**config.mk**
```make
export PLATFORM = sky130hd
export DESIGN_NAME = stream_demux
export DESIGN_NICKNAME = d
export VERILOG_FILES = /design/src/rtl/stream_demux_pkg.sv /design/src/rtl/stream_demux_slot.sv /design/src/rtl/stream_demux.sv
export SDC_FILE = /design/constraint.sdc
export NUM_CORES = 1
export LEC_CHECK = 0
export BUFFER_PORTS_ARGS = -buffer_cell sky130_fd_sc_hd__buf_2
export CAP_MARGIN = 0
export CORE_ASPECT_RATIO = 0.9
export CORE_MARGIN = 5
export CORE_UTILIZATION = 45
export DETAILED_ROUTE_END_ITERATION = 10
export PLACE_DENSITY = 0.81
export SYNTH_ARGS = -nofsm -noshare
export SYNTH_HDL_FRONTEND = slang
export SYNTH_SLANG_ARGS = --single-unit
```
**constraint.sdc**
```tcl
create_clock -name clk -period 2.2 [get_ports clk]
set_clock_uncertainty 0.05 [all_clocks]
set_input_delay 0.11 -clock clk [delete_from_list [all_inputs] [get_ports clk]]
set_output_delay 0.11 -clock clk [all_outputs]
set_load 0.1 [all_outputs]
```
**src/rtl/stream_demux_pkg.sv**
```systemverilog
// Shared types for stream_demux: FSM state encoding and statistics counter width.
package stream_demux_pkg;

  typedef enum logic [1:0] {
    StIdle = 2'd0,
    StFwd  = 2'd1,
    StDrop = 2'd2
  } state_e;

  localparam int unsigned CNT_W = 16;

endpackage

```
**src/rtl/stream_demux_slot.sv**
```systemverilog
// demux_slot: one-entry valid/ready output register for a single demux channel.
module demux_slot #(
  parameter int unsigned DATA_W = 32
) (
  input  logic              clk,
  input  logic              resetn,
  input  logic              i_fill,
  input  logic [DATA_W-1:0] i_data,
  input  logic              i_last,
  input  logic              i_ready,
  output logic              o_valid,
  output logic [DATA_W-1:0] o_data,
  output logic              o_last,
  output logic              o_free
);

  logic              r_valid;
  logic [DATA_W-1:0] r_data;
  logic              r_last;

  // Free when empty or draining this cycle, so fill and drain can overlap.
  assign o_free = !r_valid | i_ready;

  always_ff @(posedge clk) begin
    if (!resetn) begin
      r_valid <= 1'b0;
      r_data  <= '0;
      r_last  <= 1'b0;
    end else if (i_fill) begin
      r_valid <= 1'b1;
      r_data  <= i_data;
      r_last  <= i_last;
    end else if (i_ready) begin
      r_valid <= 1'b0;
    end
  end

  assign o_valid = r_valid;
  assign o_data  = r_data;
  assign o_last  = r_last;

endmodule

```
**src/rtl/stream_demux.sv**
```systemverilog
// stream_demux: 1-to-N packet demultiplexer; the first beat's in_sel steers the whole packet.
// Optional per-channel beat counters are enabled by defining STREAM_DEMUX_STATS_EN.
module stream_demux
  import stream_demux_pkg::*;
#(
  parameter int unsigned DATA_W = 32,
  parameter int unsigned N_OUT  = 3,
  parameter int unsigned SEL_W  = 2
) (
  input  logic                    clk,
  input  logic                    resetn,
  input  logic                    in_valid,
  output logic                    in_ready,
  input  logic [DATA_W-1:0]       in_data,
  input  logic                    in_last,
  input  logic [SEL_W-1:0]        in_sel,
  output logic [N_OUT-1:0]        out_valid,
  input  logic [N_OUT-1:0]        out_ready,
  output logic [N_OUT*DATA_W-1:0] out_data,
  output logic [N_OUT-1:0]        out_last,
`ifdef STREAM_DEMUX_STATS_EN
  output logic [N_OUT*CNT_W-1:0]  beat_cnt,
`endif
  output logic                    sel_err
);

  localparam logic [SEL_W:0] NOutW = (SEL_W+1)'(N_OUT);

  state_e           r_state;
  state_e           w_state_nxt;
  logic [SEL_W-1:0] r_sel;
  logic             r_sel_err;
  logic [SEL_W-1:0] w_target;
  logic             w_sel_ok;
  logic             w_drop;
  logic             w_tgt_free;
  logic             w_fire;
  logic [N_OUT-1:0] w_fill;
  logic [N_OUT-1:0] w_free;

  assign w_sel_ok = {1'b0, in_sel} < NOutW;

  always_comb begin
    w_target    = r_sel;
    w_drop      = 1'b0;
    w_tgt_free  = 1'b0;
    w_fill      = '0;
    w_state_nxt = r_state;

    unique case (r_state)
      StIdle: begin
        w_target = in_sel;
        w_drop   = !w_sel_ok;
      end
      StFwd:   w_drop = 1'b0;
      StDrop:  w_drop = 1'b1;
      default: w_drop = 1'b1;
    endcase

    for (int unsigned i = 0; i < N_OUT; i++) begin
      if (w_target == SEL_W'(i)) w_tgt_free = w_free[i];
    end

    // Dropped beats are always swallowed; forwarded beats wait for their slot only.
    in_ready = w_drop | w_tgt_free;
    w_fire   = in_valid & in_ready;

    for (int unsigned i = 0; i < N_OUT; i++) begin
      if (w_fire && !w_drop && (w_target == SEL_W'(i))) w_fill[i] = 1'b1;
    end

    unique case (r_state)
      StIdle: begin
        if (w_fire && !in_last) w_state_nxt = w_drop ? StDrop : StFwd;
      end
      StFwd, StDrop: begin
        if (w_fire && in_last) w_state_nxt = StIdle;
      end
      default: w_state_nxt = StIdle;
    endcase
  end

  always_ff @(posedge clk) begin
    if (!resetn) begin
      r_state   <= StIdle;
      r_sel     <= '0;
      r_sel_err <= 1'b0;
    end else begin
      r_state   <= w_state_nxt;
      if ((r_state == StIdle) && w_fire && !w_drop) r_sel <= in_sel;
      r_sel_err <= (r_state == StIdle) && in_valid && !w_sel_ok;
    end
  end

  assign sel_err = r_sel_err;

  for (genvar g = 0; g < N_OUT; g++) begin : g_slot
    demux_slot #(
      .DATA_W(DATA_W)
    ) u_slot (
      .clk    (clk),
      .resetn (resetn),
      .i_fill (w_fill[g]),
      .i_data (in_data),
      .i_last (in_last),
      .i_ready(out_ready[g]),
      .o_valid(out_valid[g]),
      .o_data (out_data[g*DATA_W +: DATA_W]),
      .o_last (out_last[g]),
      .o_free (w_free[g])
    );
  end

`ifdef STREAM_DEMUX_STATS_EN
  for (genvar g = 0; g < N_OUT; g++) begin : g_cnt
    logic [CNT_W-1:0] r_cnt;

    always_ff @(posedge clk) begin
      if (!resetn) begin
        r_cnt <= '0;
      end else if (out_valid[g] && out_ready[g] && (r_cnt != '1)) begin
        r_cnt <= r_cnt + CNT_W'(1);
      end
    end

    assign beat_cnt[g*CNT_W +: CNT_W] = r_cnt;
  end
`endif

endmodule

```
==> run metrics <==
maximum VDD drop=536.1 uV; Mapped Nets=roughly 540; global-route wire length before repair=between 15000 and 20000 um; Syn Inst Count=~500; RSZ-0062 raised after global routing=true; post-synthesis register bit count=107; setup TNS=0 ps; clock latency on the worst-skew pair=approximately 350 ps; site row count=33; worst hold slack=40.92 ps; Vert. Die Dim=102.5 um; YS warnings=0; most frequent cells in the layout=nand2_1 (201), buf_2 (143), dfxtp_1 (105), a21boi_0 (65), a21boi_1 (35); Via Count=4002; R2R Path End=r_state[0]$_SDFFE_PN0P_; io pins=145; Crit. End Element=output pin; minimum clock period=around 2200 ps; RePlAce Congestion=0.8642; post-synthesis sequential area ratio=0.5009; clock-pin slew on the worst setup and hold paths=around 100 ps; Crit path buffers/inverters=3; Reg2Reg Setup Slack=40 ps; Cell Area, Placed=about 5100 sq um; Clock Tree Root=clkbuf_8; vias per cell=5.034; commonest non-fill, non-tap cell in the layout=nand2_1; f_max=456.4 MHz; share of layout cells above drive strength 1=0.3001; post-route ant nets=0; Worst setup SP type=register; number of global-route vias before repair=4101; max_cap viols=0; H-tree lvl count=3; # clock sinks=107; DRC violations left=0; clock buffer depth=2; Mapped Area=4277 sq um; CTS tree=done; status=complete, no violations; origin of the worst setup path=r_state[0]$_SDFFE_PN0P_; Hold Path Depth=2; Final Cell Area=5725 sq um; Worst Hold Class=primary input to register; Nets=711; grt ovf=0; Max stage delay cell, worst path=o21ai_0; CP dominant cell by count=buf_4; worst path required time=2040 ps; Die ar.=around 12000 sq um; 1st-iter DRT viols=180; Worst R2R Start=r_state[0]$_SDFFE_PN0P_; HPWL Detailed=8282 um; setup violators final=0; critical path data arrival time=2030 ps; leakage=~2.5 nW; largest net degree at the start of global routing=59; CORE AREA=9208 sq um; total track usage=0.2107; Max Slew Vio Count=0; critical path depth in cells=6; Final Hold Vio Count=0; initial antenna violation count=0; pre-CTS setup slack=12.67 ps; slack of the critical path=8.951 ps; first-pass iteration count of the detailed router=5; Crit path max-delay family=compound AO/OA/AOI/OAI gates; fin crit share=0.9959; CP peak stage delay=460 ps; CP Cell Sequence=buf_4 > buf_4 > ha_1 > o21ai_0 > a211o_4 > buf_12; drt wl/cell=15.33 um; Starting Density=0.4645; P per Cell Area=roughly 830 nW/um^2; Mean Syn Cell Area=8.588 sq um; Cell variety after synth=34; Slew headroom=0.6403; Port-buffer cells=~140; Worst Reg-to-Reg Cells=8; Area Growth Syn to Fin=33.88%; n_diodes=0; crit path max fanout=5; CP Class=register to output pin; Total Wirelength=12180 um; Worst Tran Pin Value=534.0 ps; worst setup path end=in_ready; Final Util=0.6218; chip width=112.8 um; total CTS buffers=9
stage by stage:
stage | cells | power [mW]
after floorplan | 498 | 3.237
after global placement | 736 | 3.491
after detailed placement | 736 | 3.518
after CTS | 792 | 4.763
after global routing | 795 | 4.938
final | 795 | 4.748
layout make-up:
| cell class | instances | area [sq um] |
|---|---|---|
| Fill cell | 767 | 3482 |
| Tap cell | 122 | 152.6 |
| Clock buffer | 10 | 137.6 |
| Sequential cell | 107 | 2145 |
| Inverter | 4 | 15.01 |
| Multi-Input combinational cell | 344 | 1886 |
| Timing Repair Buffer | 202 | 1333 |
| Clock inverter | 6 | 57.56 |
cells in the mapped netlist:
master	instances	area [sq um]
nand2_1	201	754.5
dfxtp_1	107	2142
a21boi_0	65	488.0
a21boi_1	35	262.8
clkbuf_1	21	78.83
buf_4	9	67.56
buf_6	8	90.09
buf_2	5	25.02
nand3_1	5	25.02
inv_1	4	15.01
o21a_1	4	30.03
a31oi_1	3	18.77
and4_2	3	30.03
nand4_1	3	18.77
nor2_1	3	11.26
nor2b_1	3	18.77
ha_1	2	25.02
a211o_1	1	8.760
a211o_4	1	17.52
a311oi_1	1	8.760
a41oi_1	1	8.760
and2_1	1	6.260
and3_2	1	7.510
and3_4	1	11.26
and4b_1	1	10.01
mux2_2	1	11.26
mux2i_1	1	10.01
mux2i_4	1	22.52
nor3_2	1	10.01
nor3b_1	1	7.510
nor4_1	1	6.260
o21ai_0	1	5.000
o221a_1	1	11.26
o31ai_2	1	12.51
how the worst min path moves through the flow:
| stage | slack, ps | startpoint | endpoint |
|---|---|---|---|
| after global placement | 320 | in_data[7] | g_slot[2].u_slot.o_data[7]$_SDFFE_PN0P_ |
| after CTS | 20 | in_last | g_slot[1].u_slot.o_last$_SDFFE_PN0P_ |
| final | 40 | in_sel[0] | r_sel[0]$_SDFFE_PN0P_ |
| after global routing | 30 | in_last | g_slot[1].u_slot.o_last$_SDFFE_PN0P_ |
| after detailed placement | 330 | in_data[31] | g_slot[2].u_slot.o_data[31]$_SDFFE_PN0P_ |
| after floorplan | 190 | in_data[10] | g_slot[2].u_slot.o_data[10]$_SDFFE_PN0P_ |
registers in the layout, indices dropped and copies added (netlist names):
| register | cells |
|---|---|
| r_state | 2 |
| sel_err | 1 |
| g_slot.u_slot.o_valid | 3 |
| g_slot.u_slot.o_last | 3 |
| g_slot.u_slot.o_data | 96 |
| r_sel | 2 |
where the power goes:
part | internal, mW | total [mW] | switching, mW
Combinational | 0.367 | 1.48 | 1.12
Sequential | 2.04 | 2.10 | 0.0585
Clock | 0.465 | 1.16 | 0.698
Total | 2.87 | 4.75 | 1.87
metal layers:
layer	routed length (um)	part of all wire	vias up	global-route usage
met3	935	0.077	20	0.06157
met5	0	0	-	0
li1	-	-	1954	-
met2	6092	0.50	157	0.3720
met4	219	0.018	0	0.07579
met1	4936	0.41	1871	0.2453
cell families (layout without fill, tap and decap cells):
| logic type | count (synthesis) | after routing | synth area share |
|---|---|---|---|
| AND/OR/NAND/NOR | 225 | 225 | 0.2145 |
| buffers and inverters | 47 | 222 | 0.06466 |
| AO/OA/AOI/OAI | 114 | 114 | 0.2039 |
| flip-flops | 107 | 107 | 0.5009 |
| adder cells (fa/ha/maj) | 2 | 2 | 0.005850 |
| multiplexers | 3 | 3 | 0.01024 |
timing repair:
action | in CTS | in global routing
pin swaps | 2 | 2
hold endpoints to repair | 96 | 0
gates resized for setup | 8 | 3
hold buffers | 33 | 0
setup endpoints to repair | 2 | 7
setup buffers | 7 | 3
Power figures use the tool's default switching activity.
